[config.mk]
export PLATFORM = sky130hd
export DESIGN_NAME = uart_tx_queue
export DESIGN_NICKNAME = d
export VERILOG_FILES = /design/src/rtl/vc_uart_pkg.sv /design/src/rtl/sync_fifo.sv /design/src/rtl/uart_tx_queue.sv
export SDC_FILE = /design/constraint.sdc
export NUM_CORES = 1
export LEC_CHECK = 0
export CAP_MARGIN = 0
export CELL_PAD_IN_SITES_DETAIL_PLACEMENT = 0
export CELL_PAD_IN_SITES_GLOBAL_PLACEMENT = 1
export CORE_MARGIN = 5
export CORE_UTILIZATION = 53
export CTS_BUF_LIST = sky130_fd_sc_hd__clkbuf_4
export CTS_CLUSTER_DIAMETER = 80
export DETAILED_ROUTE_END_ITERATION = 10
export GPL_TIMING_DRIVEN = 0
export PLACE_DENSITY = 0.87
export SLEW_MARGIN = 20
export SYNTH_ARGS = -nofsm -noshare
export SYNTH_HDL_FRONTEND = slang
export SYNTH_SLANG_ARGS = --single-unit
[constraint.sdc]
create_clock -name clk -period 3.6 [get_ports clk]
set_input_delay 0.72 -clock clk [delete_from_list [all_inputs] [get_ports clk]]
set_output_delay 0.72 -clock clk [all_outputs]
set_load 0.05 [all_outputs]
[src/rtl/vc_uart_pkg.sv]
// Shared constants and sequencer state encoding for the UART transmit queue.
package vc_uart_pkg;

    localparam int unsigned BYTE_W               = 8;
    localparam int unsigned DEFAULT_DEPTH_LOG2   = 4;
    localparam int unsigned DEFAULT_BUSY_LATENCY = 2;

    // Transmit sequencer states.
    typedef enum logic [1:0] {
        IDLE    = 2'd0,
        LAUNCH  = 2'd1,
        HOLDOFF = 2'd2,
        DRAIN   = 2'd3
    } txState_t;

endpackage

[src/rtl/sync_fifo.sv]
// Synchronous circular-buffer FIFO with registered full/empty/count.
// A pop frees a slot in the same cycle, so push-while-full is accepted when paired with a pop.
module sync_fifo #(
    parameter int unsigned WIDTH      = 8,
    parameter int unsigned DEPTH_LOG2 = 4
) (
    input  logic                  clk,
    input  logic                  rst,
    input  logic                  push,
    input  logic [WIDTH-1:0]      pushData,
    input  logic                  pop,
    output logic [WIDTH-1:0]      popData,
    output logic                  full,
    output logic                  empty,
    output logic [DEPTH_LOG2:0]   count
);

    localparam int unsigned         DEPTH      = 1 << DEPTH_LOG2;
    localparam logic [DEPTH_LOG2:0] FULL_COUNT = (DEPTH_LOG2 + 1)'(DEPTH);

    logic [WIDTH-1:0]      mem [DEPTH];
    logic [DEPTH_LOG2-1:0] wptr;
    logic [DEPTH_LOG2-1:0] rptr;
    logic [DEPTH_LOG2:0]   countNext;
    logic                  doPush;
    logic                  doPop;

    assign popData = mem[rptr];

    // Qualify requests: pop needs data, push needs a free slot or a concurrent pop.
    always_comb begin
        doPop     = pop && !empty;
        doPush    = push && (!full || doPop);
        countNext = count;
        case ({doPush, doPop})
            2'b10:   countNext = count + 1'b1;
            2'b01:   countNext = count - 1'b1;
            default: countNext = count;
        endcase
    end

    // Storage write; contents need no reset since pointers/count define validity.
    always_ff @(posedge clk) begin
        if (!rst && doPush) begin
            mem[wptr] <= pushData;
        end
    end

    // Pointers, occupancy and the flags derived from the next occupancy.
    always_ff @(posedge clk) begin
        if (rst) begin
            wptr  <= '0;
            rptr  <= '0;
            count <= '0;
            full  <= 1'b0;
            empty <= 1'b1;
        end else begin
            if (doPush) wptr <= wptr + 1'b1;
            if (doPop)  rptr <= rptr + 1'b1;
            count <= countNext;
            full  <= (countNext == FULL_COUNT);
            empty <= (countNext == '0);
        end
    end

    assert property (@(posedge clk) disable iff (rst) count <= FULL_COUNT);
    assert property (@(posedge clk) disable iff (rst) full == (count == FULL_COUNT));
    assert property (@(posedge clk) disable iff (rst) empty == (count == '0));

endmodule

[src/rtl/uart_tx_queue.sv]
// Byte queue in front of the UART transmitter: buffers pushed bytes and
// launches them one at a time whenever the transmitter reports idle.
module uart_tx_queue
    import vc_uart_pkg::*;
#(
    parameter int unsigned DEPTH_LOG2   = DEFAULT_DEPTH_LOG2,
    parameter int unsigned BUSY_LATENCY = DEFAULT_BUSY_LATENCY
) (
    input  logic                  clk,
    input  logic                  rst,
    input  logic                  pushValid,
    input  logic [BYTE_W-1:0]     pushData,
    input  logic                  txBusy,
    output logic                  txStart,
    output logic [BYTE_W-1:0]     txData,
    output logic                  full,
    output logic                  empty,
    output logic [DEPTH_LOG2:0]   count,
    output logic                  overflow
);

    localparam int unsigned HOLD_W = (BUSY_LATENCY < 2) ? 1 : $clog2(BUSY_LATENCY + 1);

    txState_t          state;
    txState_t          stateNext;
    logic [HOLD_W-1:0] holdCnt;
    logic              fifoPop;
    logic [BYTE_W-1:0] fifoData;

    sync_fifo #(
        .WIDTH      (BYTE_W),
        .DEPTH_LOG2 (DEPTH_LOG2)
    ) uFifo (
        .clk      (clk),
        .rst      (rst),
        .push     (pushValid),
        .pushData (pushData),
        .pop      (fifoPop),
        .popData  (fifoData),
        .full     (full),
        .empty    (empty),
        .count    (count)
    );

    // Sequencer state register.
    always_ff @(posedge clk) begin
        if (rst) state <= IDLE;
        else     state <= stateNext;
    end

    // Next-state logic; txBusy is ignored during HOLDOFF because the transmitter's
    // busy flag is not yet guaranteed to reflect the byte just launched.
    always_comb begin
        stateNext = state;
        case (state)
            IDLE:    if (!empty && !txBusy) stateNext = LAUNCH;
            LAUNCH:  stateNext = HOLDOFF;
            HOLDOFF: if (holdCnt <= HOLD_W'(1)) stateNext = DRAIN;
            DRAIN:   if (!txBusy) stateNext = empty ? IDLE : LAUNCH;
            default: stateNext = IDLE;
        endcase
    end

    // Outputs decoded from the current state: LAUNCH issues the start pulse and pops.
    always_comb begin
        txStart = 1'b0;
        fifoPop = 1'b0;
        if (state == LAUNCH) begin
            txStart = 1'b1;
            fifoPop = 1'b1;
        end
    end

    // Holdoff counter: loaded on LAUNCH, counted down through HOLDOFF.
    always_ff @(posedge clk) begin
        if (rst) begin
            holdCnt <= '0;
        end else if (state == LAUNCH) begin
            holdCnt <= HOLD_W'(BUSY_LATENCY);
        end else if (state == HOLDOFF && holdCnt != '0) begin
            holdCnt <= holdCnt - 1'b1;
        end
    end

    // txData is captured on entry to LAUNCH so it is already valid while txStart
    // is high; the head entry cannot change in that cycle because no pop occurs.
    always_ff @(posedge clk) begin
        if (rst) begin
            txData <= '0;
        end else if (stateNext == LAUNCH && state != LAUNCH) begin
            txData <= fifoData;
        end
    end

    // Sticky overflow: a push is dropped only when full and no pop frees a slot.
    always_ff @(posedge clk) begin
        if (rst) begin
            overflow <= 1'b0;
        end else if (pushValid && full && !fifoPop) begin
            overflow <= 1'b1;
        end
    end

    assert property (@(posedge clk) disable iff (rst) txStart |=> !txStart);
    assert property (@(posedge clk) disable iff (rst) (state == LAUNCH) |-> !empty);

endmodule

==> flow_summary_export.csv <==
group,metric,value,unit
drt,vias_per_cell,5.83,
global_route,grtUsageMet1,24.4,%
synth,yosysUniqueCellTypes,42,
clock_network,cts_hold_buf,0,
synth,async_flop_share,0,%
global_route,use_met3,4.77,%
floorplan,core.rowCount,40,
global_route,grt_max_degree,17,
clock_network,clk_pin_slew_worst_paths,0.13,ns
outcome,outcome,"complete, no violations",
worst_hold_path,hold_depth,2,
drt,wirelength,12500,um
synth,synth_ff_type,"edfxtp_1",
place,placedCellCount,595,
worst_setup_path,path_class,"flip-flop to flip-flop",
global_route,top_usage_layer,"met2",
timing,worst_slew_margin_rel,28.4,%
place,place_hpwl,8490,um
clock_network,post_cts_buffers,0,
place,numPortBuffers,27,
drt,num_vias,3657,
synth,ys_seq_elements,156,
timing,finClkSkew,0.0117,ns
floorplan,die_y,121,um
clock_network,cts_root_buf,"clkbuf_4",
drt,drc,0,
global_route,use_met2,29.4,%
finish,nNetsFinal,490,
timing,tightest_slew,1.07,ns
flow_run,max_cap_viol_count,0,
floorplan,design.die.area,14500,um^2
global_route,grt_pass1_vias,3762,
worst_setup_path,critPathMaxFanout,10,
global_route,grt_usage,18.6,%
timing,fmax,322,MHz
worst_setup_path,rr_worst_depth,12,
drt,drt_iter0_markers,301,
finish,drive_above_1_share,19.0,%
floorplan,start_util,54.0,%
drt,ant_nets,0,
place,place_congestion,0.814,
pwr,power.density,457,nW/um^2
synth,synth_cells,419,
worst_setup_path,arrival,3.60,ns
clock_network,numCtsBuffers,17,
clock_network,clockBufferDepth,2,
synth,synth_edf_count,128,
worst_hold_path,hold_class,"flip-flop to flip-flop",
drt,firstDrtPassIters,5,
timing,rsz0062_at_grt,"false",
finish,diodes,0,
synth,avgSynthCellArea,15.5,um^2
synth,syn_area,6480,um^2
global_route,grt_pass1_wl,20000,um
timing,min_period,3.11,ns
synth,syn_nets,442,
worst_setup_path,endpoint_kind,"flip-flop",
timing,finalHoldViolCount,0,
drt,avgRoutedWirePerCell,20.0,um
synth,ys.warnings.count,0,
floorplan,io_pins,29,
clock_network,cts_tree,"yes",
pwr,vdd_drop_max,0.222,mV
timing,fin_crit_sh,86.3,%
pwr,p_comb_share,10.1,%
pwr,netSwitchingPower,842,uW
global_route,overflow,0,
pwr,switching_share,25.5,%
global_route,antenna_found_initial,0,
pwr,leakagePower,0.00232,uW
finish,area_growth_syn_to_layout,11.6,%
pwr,p_clk_share,29.1,%
clock_network,clkLatencyLatePin,0.57,ns
worst_setup_path,crit_required,4.10,ns
floorplan,core_area,12000,um^2
timing,setup_tns,0,ns
worst_setup_path,cp-start-kind,"flip-flop",
finish,layout.cells.non_filler,627,
timing,slew_viol_final,0,
pwr,seq_power_share,60.8,%
synth,yosysSeqAreaShare,67.9,%
clock_network,htreeDepth,4,
pwr,power.internal,2460,uW
clock_network,cts_num_sinks,156,
floorplan,dieWidth,121,um
timing,finalSetupViolations,0,
finish,final_core_util,60.2,%
[per-layer routing]
metal / vias to the layer above / part of all wire (%)
li1: 1702 / -
met1: 1833 / 42
met2: 96 / 50
met3: 26 / 5.8
met4: 0 / 2.6
met5: - / 0
[cell usage in the layout (no fill, tap or decap), drive strengths merged, types with 2 or more instances in the layout]
cell type      count
ha                11
clkbuf            32
clkdlybuf4s50     27
nor3              11
mux2i             26
mux2              19
inv               10
clkinv             5
edfxtp           128
nor3b              4
mux4              16
nor2b              4
a21oi             13
o221ai            10
a221o              3
nand4              3
xnor2              4
clkinvlp           5
or3                3
o21bai            10
nand2b             2
xor2               8
nor2              39
o21ai             14
dfxtp             28
nand3              3
nand2             16
o22ai              3
buf               13
[logic make-up (layout without fill, tap and decap cells)]
family | count (synthesis) | in the layout | synth area share, %
buf+inv | 32 | 93 | 2.35
xor+xnor | 12 | 12 | 1.62
fa+ha+maj | 11 | 11 | 2.12
mux | 61 | 61 | 12.9
compound gates | 55 | 55 | 5.58
simple gates | 92 | 92 | 7.54
flops | 156 | 156 | 67.9
[sequential cells by signal (all words and copies together), names as in the netlist]
name,cells
state,2
uFifo.empty,1
uFifo.rptr,4
overflow,1
uFifo.wptr,4
uFifo.count,5
txData,8
uFifo.mem,128
uFifo.full,1
holdCnt,2
[path summary, 6_finish.rpt]
check / slack, ns / startpoint / end
hold / removal: 0.48 / txData[3]$_SDFFE_PP0P_ / txData[3]$_SDFFE_PP0P_
setup / recovery: 0.49 / state[1]$_SDFF_PP0_ / uFifo.full$_SDFF_PP0_
setup reg to reg: 0.49 / state[1]$_SDFF_PP0_ / uFifo.full$_SDFF_PP0_
hold reg to reg: 0.48 / txData[3]$_SDFFE_PP0P_ / txData[3]$_SDFFE_PP0P_
[Yosys cell counts, types with 3 or more instances]
cell      number  area share, %
xnor2_1        4           0.54
nand4_1        3           0.29
o221ai_1      10            1.4
nor2b_1        3           0.29
ha_1          11            2.1
buf_4          3           0.35
nand3_1        3           0.23
mux4_2        16            5.6
clkbuf_1      14           0.81
or3_1          3           0.29
buf_2          5           0.39
nor3_2         3           0.46
nor2_1        39            2.3
a221o_1        3           0.46
o21bai_1      10            1.2
mux2_2        19            3.3
inv_1          7           0.41
edfxtp_1     128             59
dfxtp_1       28            8.6
nor3_1         8           0.62
xor2_1         8            1.1
a21oi_1       13            1.0
mux2i_1       26            4.0
o21ai_0       13            1.0
o22ai_1        3           0.29
nand2_1       16           0.93
[timing repair]
action | CTS | global route
resized for setup | 0 | 1
hold endpoints to repair | 0 | 0
endpoints found under the setup margin | 0 | 2
[power by group through the flow]
stage	Combinational [uW]	Sequential [uW]	Clock [uW]
floorplan	177	2090	0
global placement	325	2050	0
detailed placement	336	2050	0
CTS	337	2010	980
global route	361	2010	1070
finish	334	2010	962
[critical path, stage by stage, from the launching register on]
cell,delay (ns)
dfxtp_1,0.36
buf_2,0.19
nor3b_4,0.38
o21ai_2,0.21
ha_1,0.26
clkbuf_1,0.19
xor2_1,0.20
ha_1,0.23
a21oi_1,0.16
mux2i_1,0.23
xor2_1,0.21
o311ai_0,0.24
nor3_1,0.18
[layout make-up]
class / instances / area [um^2]
plain buffers: 25 / 126
well taps: 147 / 184
clock inverters: 14 / 121
clock buffers: 18 / 135
multi-input cells: 231 / 1950
flip-flops and latches: 156 / 4400
repair buffers: 29 / 285
inverters: 7 / 26.3
fillers: 930 / 4780
[metrics by stage]
step	hold slack (ns)	power [uW]	area, um^2	setup slack (ns)
finish	0.483	3300	7230	0.494
global route	0.520	3440	7230	0.237
CTS	0.486	3330	7230	0.257
detailed placement	0.452	2390	6970	0.0517
global placement	0.453	2370	6940	0.0727
floorplan	0.481	2270	6480	0.626
(Power assumes the default switching activity.)
